## config.mk

```make
export PLATFORM = sky130hd
export DESIGN_NAME = serial_slave_port
export DESIGN_NICKNAME = d
export VERILOG_FILES = /design/src/rtl/serial_slave_port.sv
export SDC_FILE = /design/constraint.sdc
export NUM_CORES = 1
export LEC_CHECK = 0
export BUFFER_PORTS_ARGS = -buffer_cell sky130_fd_sc_hd__buf_2
export CORE_UTILIZATION = 25
export CTS_CLUSTER_SIZE = 28
export DETAILED_ROUTE_END_ITERATION = 10
export PLACE_DENSITY = 0.35
export SYNTH_ARGS = -nofsm -noshare
export SYNTH_HDL_FRONTEND = slang
export SYNTH_SLANG_ARGS = --single-unit
```

## constraint.sdc

```tcl
create_clock -name clk -period 3.8 [get_ports clk]
set_input_delay 0.76 -clock clk [delete_from_list [all_inputs] [get_ports clk]]
set_output_delay 0.76 -clock clk [all_outputs]
set_load 0.02 [all_outputs]
```

## src/rtl/serial_slave_port.sv

```systemverilog
// serial_slave_port
// Slave-side endpoint of the bit-serial bus. It decodes the serial control
// frame (start bit, rw bit, address MSB first), deserialises write bursts
// into a local word memory, and serialises read bursts back on rD. During
// reads, ready marks the valid rD bits. All outputs are registered.
// The address shift below assumes ADDR_WIDTH >= 2 and DATA_WIDTH >= 2.

module serial_slave_port #(
  parameter int DATA_WIDTH = 8,
  parameter int ADDR_WIDTH = 4
) (
  input  logic clk,
  input  logic rstN,
  input  logic control,
  input  logic wD,
  input  logic valid,
  input  logic last,
  output logic rD,
  output logic ready
);

  localparam int DEPTH   = 1 << ADDR_WIDTH;
  localparam int CNT_MAX = (DATA_WIDTH > ADDR_WIDTH + 1) ? DATA_WIDTH : ADDR_WIDTH + 1;
  localparam int CNT_W   = $clog2(CNT_MAX + 1);

  // Counter value on the final address bit of a control frame (bit 0 is rw).
  localparam logic [CNT_W-1:0] CTRL_LAST = CNT_W'(ADDR_WIDTH);
  // Counter value on the final bit of a data word.
  localparam logic [CNT_W-1:0] WORD_LAST = CNT_W'(DATA_WIDTH - 1);

  typedef enum logic [2:0] {
    IDLE,
    CTRL,
    WRITE,
    FETCH,
    SEND
  } state_t;

  state_t                  state;
  logic [ADDR_WIDTH-1:0]   addr;
  logic [DATA_WIDTH-1:0]   shift;
  logic [CNT_W-1:0]        bit_cnt;
  logic                    rw;

  // Word storage; deliberately not reset so contents survive rstN.
  logic [DATA_WIDTH-1:0]   mem [DEPTH];

  logic                    mem_we;
  logic [DATA_WIDTH-1:0]   wr_word;
  logic [DATA_WIDTH-1:0]   rd_word;

  // Assemble the completed write word and decide whether this edge stores it.
  always_comb begin
    wr_word = {shift[DATA_WIDTH-2:0], wD};
    mem_we  = (state == WRITE) && valid && (bit_cnt == WORD_LAST);
    rd_word = mem[addr];
  end

  // Memory write port: the word lands at the edge sampling its final valid bit.
  always_ff @(posedge clk) begin
    if (mem_we) begin
      mem[addr] <= wr_word;
    end
  end

  // Protocol FSM with registered ready/rD, address, shift register and counter.
  always_ff @(posedge clk or negedge rstN) begin
    if (!rstN) begin
      state   <= IDLE;
      addr    <= '0;
      shift   <= '0;
      bit_cnt <= '0;
      rw      <= 1'b0;
      ready   <= 1'b1;
      rD      <= 1'b0;
    end else begin
      case (state)
        IDLE: begin
          ready   <= 1'b1;
          rD      <= 1'b0;
          bit_cnt <= '0;
          shift   <= '0;
          if (control) begin
            state <= CTRL;
          end
        end

        CTRL: begin
          ready <= 1'b1;
          rD    <= 1'b0;
          if (bit_cnt == '0) begin
            rw <= control;
          end else begin
            addr <= {addr[ADDR_WIDTH-2:0], control};
          end
          if (bit_cnt == CTRL_LAST) begin
            bit_cnt <= '0;
            if (rw) begin
              state <= WRITE;
            end else begin
              state <= FETCH;
              ready <= 1'b0;
            end
          end else begin
            bit_cnt <= bit_cnt + 1'b1;
          end
        end

        WRITE: begin
          ready <= 1'b1;
          rD    <= 1'b0;
          if (valid && (bit_cnt == WORD_LAST)) begin
            // Word completes: memory is written by the write port this edge.
            bit_cnt <= '0;
            shift   <= '0;
            addr    <= addr + 1'b1;
            if (last) begin
              state <= IDLE;
            end
          end else if (last) begin
            // Ending mid-word drops the partial word without touching memory.
            bit_cnt <= '0;
            shift   <= '0;
            state   <= IDLE;
          end else if (valid) begin
            shift   <= wr_word;
            bit_cnt <= bit_cnt + 1'b1;
          end
        end

        FETCH: begin
          bit_cnt <= '0;
          if (last) begin
            state <= IDLE;
            ready <= 1'b1;
            rD    <= 1'b0;
          end else begin
            // MSB goes straight to rD; the rest waits in the shift register.
            rD    <= rd_word[DATA_WIDTH-1];
            shift <= {rd_word[DATA_WIDTH-2:0], 1'b0};
            ready <= 1'b1;
            state <= SEND;
          end
        end

        SEND: begin
          if (last) begin
            state   <= IDLE;
            ready   <= 1'b1;
            rD      <= 1'b0;
            bit_cnt <= '0;
          end else if (bit_cnt == WORD_LAST) begin
            // Word finished: one ready=0 gap while the next word is fetched.
            state   <= FETCH;
            ready   <= 1'b0;
            rD      <= 1'b0;
            bit_cnt <= '0;
            addr    <= addr + 1'b1;
          end else begin
            rD      <= shift[DATA_WIDTH-1];
            shift   <= {shift[DATA_WIDTH-2:0], 1'b0};
            bit_cnt <= bit_cnt + 1'b1;
            ready   <= 1'b1;
          end
        end

        default: begin
          state   <= IDLE;
          ready   <= 1'b1;
          rD      <= 1'b0;
          bit_cnt <= '0;
        end
      endcase
    end
  end

endmodule

```

==> impl_metrics.py, run 1 <==
metrics = {
    "critical_path": {
        "criticalPathCategory": "reg2reg",
        "crit_top_cell": "sky130_fd_sc_hd__nand2_1",
        "worstSetupStartpoint": "bit_cnt[0]",
        "crit_buf_inv": 0,
        "worstRegToRegCells": 6,
        "end_kind": "flip-flop",
        "worst_r2r_endpoint": "mem[12][7]",
        "critical_path.max_fanout": 8,
        "cp_data_required_time_ns": 3.85,
        "arrival_time_of_data_at_the_critical_path_endpoint_ns": 2.86,
        "critPathSlowestCell": "sky130_fd_sc_hd__nor2_1",
        "start_kind": "flip-flop",
        "path_depth": 6,
        "worst_path_dominant_cell_family": "simple AND/OR/NAND/NOR gates",
        "r2r-start": "bit_cnt[0]",
        "slowest_delay_ns": 0.58,
        "cp-endpoint": "mem[12][7]",
        "r2r_slack_ns": 1.0,
        "crit_chain": "ha_1 -> and3b_1 -> nand2_1 -> nor3_1 -> nand2_1 -> nor2_1",
    },
    "sta": {
        "max_freq_mhz": 357,
        "timing.final.setup_violations": 0,
        "rsz0062_at_grt": "no",
        "fin_crit_sh_pct": 73.7,
        "finalHoldWorstSlack_ns": 0.303,
        "final-max-slew-violation-count": 0,
        "setup-tns-final_ns": 0,
        "worst_slew_margin_rel_pct": 29.6,
        "period_minus_slack_ns": 2.80,
        "final-hold-violation-count": 0,
        "clock_skew_ns": 0.0134,
        "layout_setup_ws_ns": 0.998,
        "measured_slew_at_the_worst_slew_check_pin_ns": 1.06,
    },
    "final_layout": {
        "post_layout_nonfiller_instances": 753,
        "diodes": 0,
        "nFillCells": 2542,
        "fraction_of_layout_cells_with_a_size_suffix_above_1_pct": 17.0,
        "final_nets": 423,
        "layout.area.seq_sq_um": 4400,
        "multi_input_area_sq_um": 1860,
        "final_design_area_no_fill_sq_um": 7370,
        "flow.area_growth_from_synthesis_pct": 14.3,
    },
    "clock_network": {
        "clk-insertion-delay-late_ns": 0.42,
        "clk_root_buffer_cell": "sky130_fd_sc_hd__clkbuf_16",
        "clk_pin_slew_ns": 0.06,
        "cts_tree": "built",
        "ctsResizeCount": 0,
        "cts-buffers-inserted": 17,
        "clock_sinks": 150,
        "clk_path_buf_depth": 2,
        "cts_setup_buffers": 0,
        "clock_tree.htree_level_count": 4,
        "cts_hold_repair.buffers": 0,
    },
    "floorplanning": {
        "die_height_um": 163,
        "std_cell_rows": 58,
        "fp.dieArea_sq_um": 26400,
        "die_w_um": 163,
        "starting_density_pct": 25.5,
        "io_pins": 8,
        "fp.coreArea_sq_um": 25300,
    },
    "synth": {
        "ys_async_sr_fraction_pct": 14.7,
        "synth-edff-count": 128,
        "post_synth_num_cell_types": 55,
        "area_of_the_mapped_netlist_sq_um": 6450,
        "post_synthesis_cell_count": 401,
        "syn_nets": 413,
        "synth_top_flop_cell": "sky130_fd_sc_hd__edfxtp_1",
        "syn_avg_cell_area_sq_um": 16.1,
        "postSynthRegisterBits": 150,
        "synthesis.yosys.warnings": 0,
        "yosysSeqAreaShare_pct": 68.2,
    },
    "grt": {
        "gr-usage-met1_pct": 16.2,
        "globalRoute.totalOverflow": 0,
        "antenna_violations_before_repair": 0,
        "globalRouteMet3Util_pct": 2.85,
        "largest_net_degree_at_the_start_of_global_routing": 29,
        "grt_most_used_layer": "met2",
        "number_of_global_route_vias_before_repair": 3604,
        "globalRouteMet2Util_pct": 20.3,
        "globalRouteTotalUtil_pct": 12.4,
        "grt_pass1_wl_um": 23100,
    },
    "pwr": {
        "ir_worst_vdd_mv": 0.357,
        "total_leakage_power_nw": 2.45,
        "power.density_cell_area_nw_per_um2": 679,
    },
    "placed_design": {
        "post_detail_place_hpwl_um": 10300,
        "dp_cells": 722,
        "placement.setup.worst_slack_ns": 0.905,
        "placed_area_sq_um": 6780,
        "count_of_port_buffers_added_during_placement": 7,
        "gpl.final_weighted_congestion": 0.761,
    },
    "detailed_routing": {
        "drt_first_iter_violations": 258,
        "finalWirelength_um": 15200,
        "drt_pre_antenna_iters": 4,
        "detail_route.wl_per_cell_um": 20.2,
        "antenna_left": 0,
        "vias": 3488,
        "via_per_inst": 4.63,
        "drc_errors": 0,
    },
    "run": {
        "drv.max_cap_violation_count": 0,
    },
    "run_status": {
        "outcome": "completed",
    },
    "min_path": {
        "min-delay-path-class": "in2async",
    },
}
==> logic make-up (layout without fill, tap and decap cells) <==
logic type,count (synthesis),in the layout,synth area share [%]
compound gates,71,71,8.21
buf+inv,32,54,2.99
xor+xnor,4,4,0.544
mux,52,52,12.0
fa+ha+maj,6,6,1.16
flops,150,150,68.2
simple gates,86,86,6.93
==> registers in the layout, indices dropped and copies added, names as in the netlist <==
name and flops:
mem 128, bit_cnt 4, ready 1, addr 4, shift 8, rD 1, state 3, rw 1
==> report_power, final <==
group | internal, W | total (W) | switching, W
clock network | 0.00103 | 0.00168 | 0.000650
registers | 0.00190 | 0.00223 | 0.000331
logic | 0.000497 | 0.00109 | 0.000591
==> through the flow <==
stage	total power (W)	util, %
global placement	0.00340	26.9
finish	0.00500	29.2
global route	0.00526	29.2
detailed placement	0.00339	26.9
CTS	0.00508	29.2
floorplan	0.00308	-
==> final cells by class <==
| cell class | instances | share of cell area, % |
|---|---|---|
| clock buffers | 19 | 5.88 |
| clock inverters | 12 | 2.09 |
| inverters | 11 | 0.560 |
| multi-input cells | 219 | 25.2 |
| flip-flops and latches | 150 | 59.7 |
| well taps | 330 | 5.60 |
| repair buffers | 12 | 0.985 |
==> worst min-delay path by stage <==
stage                from         end  cells past startpoint
2_1_floorplan        rstN     addr[0]                      0
3_3_place_gp   bit_cnt[0]  bit_cnt[0]                      1
3_5_place_dp     shift[7]    shift[7]                      1
4_1_cts              rstN          rw                      1
5_1_grt              rstN  bit_cnt[3]                      1
6_report             rstN          rw                      1
==> cells in the final DEF (no fill, tap or decap), types with 5 or more instances in the layout <==
cell type / netlist / routed
sky130_fd_sc_hd__o21ai_1: 7 / 7
sky130_fd_sc_hd__ha_1: 6 / 6
sky130_fd_sc_hd__nor3_1: 9 / 9
sky130_fd_sc_hd__inv_1: 10 / 10
sky130_fd_sc_hd__nand2_1: 15 / 15
sky130_fd_sc_hd__mux4_2: 12 / 12
sky130_fd_sc_hd__clkbuf_16: 0 / 17
sky130_fd_sc_hd__edfxtp_1: 128 / 128
sky130_fd_sc_hd__nand3_1: 12 / 12
sky130_fd_sc_hd__a221o_1: 7 / 7
sky130_fd_sc_hd__buf_2: 7 / 7
sky130_fd_sc_hd__nor2_1: 26 / 26
sky130_fd_sc_hd__a21oi_1: 14 / 14
sky130_fd_sc_hd__buf_4: 4 / 5
sky130_fd_sc_hd__o21ai_0: 8 / 8
sky130_fd_sc_hd__a22oi_1: 21 / 21
sky130_fd_sc_hd__mux4_1: 6 / 6
sky130_fd_sc_hd__mux2i_1: 31 / 31
sky130_fd_sc_hd__dfrtp_1: 21 / 20
sky130_fd_sc_hd__nor2b_1: 6 / 6
==> Yosys cell counts, types with 6 or more instances <==
cell type / n / area (sq um)
sky130_fd_sc_hd__edfxtp_1: 128 / 3840
sky130_fd_sc_hd__nand2_1: 15 / 56.3
sky130_fd_sc_hd__inv_1: 10 / 37.5
sky130_fd_sc_hd__nand3_1: 12 / 60.1
sky130_fd_sc_hd__nor2b_1: 6 / 37.5
sky130_fd_sc_hd__ha_1: 6 / 75.1
sky130_fd_sc_hd__a21oi_1: 14 / 70.1
sky130_fd_sc_hd__nor2_1: 26 / 97.6
sky130_fd_sc_hd__mux4_2: 12 / 270
sky130_fd_sc_hd__dfrtp_1: 21 / 526
sky130_fd_sc_hd__nor3_1: 9 / 45.0
sky130_fd_sc_hd__mux4_1: 6 / 158
sky130_fd_sc_hd__mux2i_1: 31 / 310
sky130_fd_sc_hd__a221o_1: 7 / 70.1
sky130_fd_sc_hd__o21ai_0: 8 / 40.0
sky130_fd_sc_hd__a22oi_1: 21 / 158
sky130_fd_sc_hd__o21ai_1: 7 / 35.0
sky130_fd_sc_hd__buf_2: 7 / 35.0
==> per-layer routing <==
layer	wire, um	share of wire [%]	vias to the layer above
met2	7570	50	56
met1	6880	45	1819
met5	0	0	-
met4	235	1.5	0
li1	-	-	1596
met3	534	3.5	17
Power figures use the tool's default switching activity.
==> run 2: changes to the inputs <==
--- a/config.mk
+++ b/config.mk
@@ -5,11 +5,12 @@
 export SDC_FILE = /design/constraint.sdc
 export NUM_CORES = 1
 export LEC_CHECK = 0
+export ABC_AREA = 1
 export BUFFER_PORTS_ARGS = -buffer_cell sky130_fd_sc_hd__buf_2
 export CORE_UTILIZATION = 25
 export CTS_CLUSTER_SIZE = 28
 export DETAILED_ROUTE_END_ITERATION = 10
-export PLACE_DENSITY = 0.35
+export PLACE_DENSITY = 0.34
 export SYNTH_ARGS = -nofsm -noshare
 export SYNTH_HDL_FRONTEND = slang
 export SYNTH_SLANG_ARGS = --single-unit
==> constraint.sdc (replaced) <==
create_clock -name clk -period 2.6 [get_ports clk]
set_input_delay 0.52 -clock clk [delete_from_list [all_inputs] [get_ports clk]]
set_output_delay 0.52 -clock clk [all_outputs]
set_load 0.02 [all_outputs]
==> impl_metrics.py, run 2 <==
metrics = {
    "sta": {
        "timing.final.setup_violations": 0,
        "layout_setup_ws_ns": 0.392,
        "worst_slew_margin_rel_pct": 55.9,
        "setup-tns-final_ns": 0,
        "rsz0062_at_grt": "no",
        "finalHoldWorstSlack_ns": 0.0781,
        "fin_crit_sh_pct": 84.9,
        "final-hold-violation-count": 0,
        "max_freq_mhz": 453,
        "clock_skew_ns": 0.00895,
        "measured_slew_at_the_worst_slew_check_pin_ns": 0.661,
        "period_minus_slack_ns": 2.21,
        "final-max-slew-violation-count": 0,
    },
    "clock_network": {
        "clock_sinks": 150,
        "clk_path_buf_depth": 2,
        "ctsResizeCount": 0,
        "clk_root_buffer_cell": "sky130_fd_sc_hd__clkbuf_16",
        "clk_pin_slew_ns": 0.06,
        "cts_setup_buffers": 0,
        "clock_tree.htree_level_count": 4,
        "clk-insertion-delay-late_ns": 0.42,
        "cts_hold_repair.buffers": 0,
        "cts_tree": "built",
        "cts-buffers-inserted": 17,
    },
    "floorplanning": {
        "die_w_um": 168,
        "std_cell_rows": 60,
        "fp.dieArea_sq_um": 28400,
        "die_height_um": 168,
        "fp.coreArea_sq_um": 27000,
        "starting_density_pct": 25.6,
        "io_pins": 8,
    },
    "final_layout": {
        "post_layout_nonfiller_instances": 1111,
        "largest_register_ffs": 128,
        "top_regs": "mem x128, shift x8",
        "regMostFlops": "mem",
        "final_cell_mix": "262 x sky130_fd_sc_hd__nand2_1, 128 x sky130_fd_sc_hd__edfxtp_1, 116 x sky130_fd_sc_hd__inv_1",
        "layout_commonest_cell": "sky130_fd_sc_hd__nand2_1",
        "diodes": 0,
        "final_nets": 769,
        "flow.area_growth_from_synthesis_pct": 16.9,
        "fraction_of_layout_cells_with_a_size_suffix_above_1_pct": 13.4,
        "nFillCells": 2848,
    },
    "grt": {
        "globalRouteTotalUtil_pct": 13.9,
        "grt_pass1_wl_um": 28400,
        "number_of_global_route_vias_before_repair": 4733,
        "largest_net_degree_at_the_start_of_global_routing": 68,
        "antenna_violations_before_repair": 0,
        "globalRoute.totalOverflow": 0,
    },
    "synth": {
        "synth_top_flop_cell": "sky130_fd_sc_hd__edfxtp_1",
        "post-synth-top-area-fraction_pct": 55.5,
        "synth_area_leaders": "sky130_fd_sc_hd__edfxtp_1 56%, sky130_fd_sc_hd__nand2_1 14%, sky130_fd_sc_hd__dfrtp_1 7.6%",
        "synth_top_cell_by_area": "sky130_fd_sc_hd__edfxtp_1",
        "postSynthRegisterBits": 150,
        "area_of_the_mapped_netlist_sq_um": 6920,
        "synth-edff-count": 128,
        "syn_avg_cell_area_sq_um": 9.54,
        "post_synthesis_cell_count": 726,
        "yosys-top-cells-count": "262 x sky130_fd_sc_hd__nand2_1, 128 x sky130_fd_sc_hd__edfxtp_1, 116 x sky130_fd_sc_hd__inv_1",
        "synthesis.yosys.warnings": 0,
        "syn_nets": 738,
        "yosysSeqAreaShare_pct": 63.5,
        "post_synth_num_cell_types": 29,
        "yosys.cell_count.top_type": "sky130_fd_sc_hd__nand2_1",
        "ys_async_sr_fraction_pct": 14.7,
    },
    "critical_path": {
        "criticalPathCategory": "reg2reg",
        "arrival_time_of_data_at_the_critical_path_endpoint_ns": 2.34,
        "crit_top_cell": "sky130_fd_sc_hd__nand2_1",
        "critPathSlowestCell": "sky130_fd_sc_hd__dfrtp_1",
        "end_kind": "flip-flop",
        "start_kind": "flip-flop",
        "slowest_delay_ns": 0.38,
        "crit_chain": "ha_1 -> nand2_1 -> nor2_2 -> nand2_1 -> nor2_1 -> nand2_1 -> nor2_1 -> buf_4",
        "cp_data_required_time_ns": 2.73,
        "critical_path.max_fanout": 8,
        "worstSetupStartpoint": "bit_cnt[1]",
        "r2r-start": "bit_cnt[1]",
    },
    "placed_design": {
        "placement.setup.worst_slack_ns": 0.425,
        "post_detail_place_hpwl_um": 12500,
        "dp_cells": 1079,
        "count_of_port_buffers_added_during_placement": 7,
        "gpl.final_weighted_congestion": 0.754,
    },
    "detailed_routing": {
        "drt_pre_antenna_iters": 4,
        "vias": 4702,
        "drc_errors": 0,
        "detail_route.wl_per_cell_um": 16.8,
        "finalWirelength_um": 18700,
        "antenna_left": 0,
        "via_per_inst": 4.23,
        "drt_first_iter_violations": 253,
    },
    "pwr": {
        "total_leakage_power_nw": 3.61,
        "ir_worst_vdd_mv": 0.440,
        "power.density_cell_area_nw_per_um2": 1030,
    },
    "run_status": {
        "outcome": "completed",
    },
    "min_path": {
        "min-delay-path-class": "in2async",
    },
    "run": {
        "drv.max_cap_violation_count": 0,
    },
}
run 2: cell count changes after synthesis, moves of 6 or more:
cell                      delta
sky130_fd_sc_hd__nand3_1    +46
sky130_fd_sc_hd__nor2b_1     -6
sky130_fd_sc_hd__a21oi_1    -11
sky130_fd_sc_hd__a22oi_1    -21
sky130_fd_sc_hd__inv_1     +106
sky130_fd_sc_hd__mux2i_1    -31
sky130_fd_sc_hd__mux4_1      -6
sky130_fd_sc_hd__nor3_1      -7
sky130_fd_sc_hd__a221o_1     -7
sky130_fd_sc_hd__mux4_2     -12
sky130_fd_sc_hd__nand2_2    +14
sky130_fd_sc_hd__nand2_1   +247
sky130_fd_sc_hd__o21ai_1    +18
sky130_fd_sc_hd__nor2_1      +7
run 2: kinds of logic after synthesis:
group           count (synthesis)  synth area share, %
fa+ha+maj                       6                 1.08
xor+xnor                        2                0.253
flops                         150                 63.5
simple gates                  383                 23.5
compound gates                 40                 3.07
buf+inv                       145                 8.58
run 2: final timing paths:
kind | endpoint | slack [ns] | cells after the start
max reg2reg | mem[7][4] | 0.39 | 8
min | bit_cnt[3] | 0.08 | 1
min in group clk | rw | 0.47 | 3
min reg2reg | shift[7] | 0.51 | 2
max in group asynchronous | addr[0] | 2.12 | 1
max | mem[7][4] | 0.39 | 8
run 2: where the power goes:
| part | internal, W | total (W) | switching [W] |
|---|---|---|---|
| Clock | 0.00151 | 0.00252 | 0.00101 |
| Sequential | 0.00291 | 0.00307 | 0.000162 |
| Combinational | 0.000738 | 0.00271 | 0.00197 |
run 2: metrics by stage:
step | area, sq um | power, W | util (%)
2_1_floorplan | 6920 | 0.00488 | -
3_3_place_gp | 7490 | 0.00589 | 27.7
3_5_place_dp | 7490 | 0.00589 | 27.7
4_1_cts | 8090 | 0.00843 | 29.9
5_1_grt | 8090 | 0.00882 | 29.9
6_report | 8090 | 0.00830 | 29.9
run 2: worst max-delay path, delay by kind of cell, from the launching register on:
kind	cells	cell delay, ns
adders and majority gates	1	0.18
DFF	1	0.38
buffers and inverters	1	0.20
and+or+nand+nor	6	1.15
run 2: routing by layer:
| metal | GRT usage, % | up-vias | share of wire (%) |
|---|---|---|---|
| li1 | - | 2355 | - |
| met1 | 18.3 | 2246 | 47 |
| met2 | 22.7 | 81 | 48 |
| met3 | 2.14 | 20 | 2.6 |
| met4 | 5.57 | 0 | 1.9 |
| met5 | 0 | - | 0 |
run 2: cell type report:
class	instances	area, sq um	area share, %
clock inverters	15	179	2.21
flip-flops and latches	150	4400	54.3
inverters	123	469	5.80
multi-input cells	431	1930	23.9
repair buffers	34	263	3.25
well taps	341	427	5.27
clock buffers	17	425	5.26
==> run 3: changes to the inputs <==
--- a/config.mk
+++ b/config.mk
@@ -5,12 +5,12 @@
 export SDC_FILE = /design/constraint.sdc
 export NUM_CORES = 1
 export LEC_CHECK = 0
-export ABC_AREA = 1
+export ABC_AREA = 0
 export BUFFER_PORTS_ARGS = -buffer_cell sky130_fd_sc_hd__buf_2
 export CORE_UTILIZATION = 25
 export CTS_CLUSTER_SIZE = 28
 export DETAILED_ROUTE_END_ITERATION = 10
-export PLACE_DENSITY = 0.34
+export PLACE_DENSITY = 0.36
 export SYNTH_ARGS = -nofsm -noshare
 export SYNTH_HDL_FRONTEND = slang
 export SYNTH_SLANG_ARGS = --single-unit
==> constraint.sdc (replaced) <==
create_clock -name clk -period 1.9 [get_ports clk]
set_input_delay 0.38 -clock clk [delete_from_list [all_inputs] [get_ports clk]]
set_output_delay 0.38 -clock clk [all_outputs]
set_load 0.02 [all_outputs]
==> impl_metrics.py, run 3 (synthesis gave the netlist of run 1 again) <==
metrics = {
    "clock_network": {
        "clk_path_buf_depth": 2,
        "clk_root_buffer_cell": "sky130_fd_sc_hd__clkbuf_16",
        "clk_pin_slew_ns": 0.06,
        "clk-insertion-delay-late_ns": 0.42,
        "clock_sinks": 150,
        "clock_tree.htree_level_count": 4,
        "cts_tree": "built",
        "cts-buffers-inserted": 17,
    },
    "sta": {
        "timing.final.setup_violations": 0,
        "final-max-slew-violation-count": 0,
        "measured_slew_at_the_worst_slew_check_pin_ns": 0.850,
        "fin_crit_sh_pct": 99.9,
        "max_freq_mhz": 527,
        "final-hold-violation-count": 0,
        "rsz0062_at_grt": "yes",
        "layout_setup_ws_ns": 0.00157,
        "finalHoldWorstSlack_ns": 0.261,
        "clock_skew_ns": 0.0130,
        "period_minus_slack_ns": 1.90,
        "worst_slew_margin_rel_pct": 43.3,
    },
    "pwr": {
        "net-switching-power_w": 0.00361,
        "ir_worst_vdd_mv": 0.603,
        "share_of_total_power_in_sequential_cells_pct": 37.2,
        "power_report.internal_total_w": 0.00746,
        "power.clock.fraction_pct": 29.7,
        "power.density_cell_area_nw_per_um2": 1330,
        "totalPowerFinal_w": 0.0111,
        "p_sw_share_pct": 32.6,
        "combinationalPowerShare_pct": 33.1,
        "total_leakage_power_nw": 2.87,
    },
    "final_layout": {
        "final_nets": 482,
        "final_cell_mix": "128 x sky130_fd_sc_hd__edfxtp_1, 34 x sky130_fd_sc_hd__buf_4, 27 x sky130_fd_sc_hd__mux2i_1",
        "flow.area_growth_from_synthesis_pct": 29.5,
        "regMostFlops": "mem",
        "top_regs": "mem x128, shift x8",
        "fraction_of_layout_cells_with_a_size_suffix_above_1_pct": 36.4,
        "diodes": 0,
        "post_layout_nonfiller_instances": 813,
        "final_core_utilization_pct": 33.1,
        "largest_register_ffs": 128,
        "layout_commonest_cell": "sky130_fd_sc_hd__edfxtp_1",
    },
    "detailed_routing": {
        "vias": 3718,
        "detail_route.wl_per_cell_um": 20.2,
        "finalWirelength_um": 16400,
        "antenna_left": 0,
        "drc_errors": 0,
        "drt_pre_antenna_iters": 5,
        "via_per_inst": 4.57,
        "drt_first_iter_violations": 275,
    },
    "placed_design": {
        "gpl.final_weighted_congestion": 0.761,
        "count_of_port_buffers_added_during_placement": 7,
        "placement.setup.worst_slack_ns": -0.198,
        "post_detail_place_hpwl_um": 11000,
        "dp_cells": 776,
    },
    "floorplanning": {
        "fp.coreArea_sq_um": 25300,
        "io_pins": 8,
        "die_w_um": 163,
        "std_cell_rows": 58,
        "die_height_um": 163,
        "fp.dieArea_sq_um": 26400,
        "starting_density_pct": 25.5,
    },
    "run": {
        "drv.max_cap_violation_count": 0,
    },
    "grt": {
        "globalRouteTotalUtil_pct": 13.2,
        "grt_pass1_wl_um": 24800,
        "globalRoute.totalOverflow": 0,
        "number_of_global_route_vias_before_repair": 3777,
        "antenna_violations_before_repair": 1,
        "largest_net_degree_at_the_start_of_global_routing": 28,
    },
    "min_path": {
        "min_to": "rw",
        "min-delay-path-class": "in2reg",
        "holdCritStartpoint": "control",
        "worst_hold_path.num_cells": 2,
    },
    "critical_path": {
        "slowest_delay_ns": 0.53,
        "worstRegToRegCells": 5,
        "worst_r2r_endpoint": "shift[6]",
        "cp_data_required_time_ns": 2.21,
        "r2r_slack_ns": 0.002,
        "arrival_time_of_data_at_the_critical_path_endpoint_ns": 2.20,
        "end_kind": "flip-flop",
        "crit_chain": "buf_4 -> mux4_2 -> a22oi_2 -> a21oi_1 -> a221o_1",
        "criticalPathCategory": "reg2reg",
        "critPathSlowestCell": "sky130_fd_sc_hd__mux4_2",
        "r2r-start": "addr[0]",
        "start_kind": "flip-flop",
        "critical_path.max_fanout": 6,
    },
    "run_status": {
        "outcome": "completed",
    },
}
==> run 3: cell count changes in the layout (fill, tap and decap cells not counted), sizes merged, moves of 18 or more <==
cell / before / now
mux2i: 0 / 31
nand3: 60 / 12
mux4: 0 / 18
inv: 125 / 12
buf: 34 / 69
nand2: 277 / 15
a22oi: 0 / 22
==> run 3: critical path, delay by kind of cell, from the launching register on <==
family / cells / cell delay [ns]
AOI/OAI and AO/OA: 3 / 0.56
buffers and inverters: 1 / 0.21
DFF: 1 / 0.49
muxes: 1 / 0.53
==> run 3: metal layers <==
metal | part of all wire, % | up-vias | global-route usage, %
met2 | 47 | 61 | 19.9
met3 | 4.0 | 15 | 3.16
li1 | - | 1706 | -
met5 | 0 | - | 0
met1 | 48 | 1936 | 18.7
met4 | 1.4 | 0 | 4.04
==> run 3: per-stage QoR <==
step	instance area [sq um]	TNS, ns
floorplan	6570	-0.401
global route	8350	-1.47
CTS	8180	-0.0261
finish	8350	0
detailed placement	7490	-3.64
global placement	7490	-3.33
==> run 3: repair_timing <==
action	CTS	global route
setup buffers	3	0
hold buffers	1	0
endpoints found under the hold margin	21	0
endpoints found under the setup margin	129	139
pin swaps	7	9
gates resized for setup	22	34
gates cloned	0	1
==> run 3: power groups by stage <==
stage	logic [W]	clock network [W]	registers, W
2_1_floorplan	0.00219	0	0.00405
3_3_place_gp	0.00325	0	0.00420
3_5_place_dp	0.00325	0	0.00421
4_1_cts	0.00345	0.00336	0.00412
5_1_grt	0.00396	0.00350	0.00416
6_report	0.00367	0.00328	0.00412
==> run 3: worst max path at each step <==
stage	from	endpoint
after floorplan	bit_cnt[0]	mem[0][0]
after global placement	addr[0]	rD
after detailed placement	addr[0]	rD
after CTS	bit_cnt[1]	mem[1][3]
after global routing	addr[0]	shift[6]
final	addr[0]	shift[6]
==> run 3: final cells by class <==
cell class	count	area [sq um]
fillers	2482	16900
clock inverters	12	129
flip-flops and latches	150	4400
inverters	11	41.3
multi-input cells	219	2130
clock buffers	20	437
repair buffers	71	806
well taps	330	413
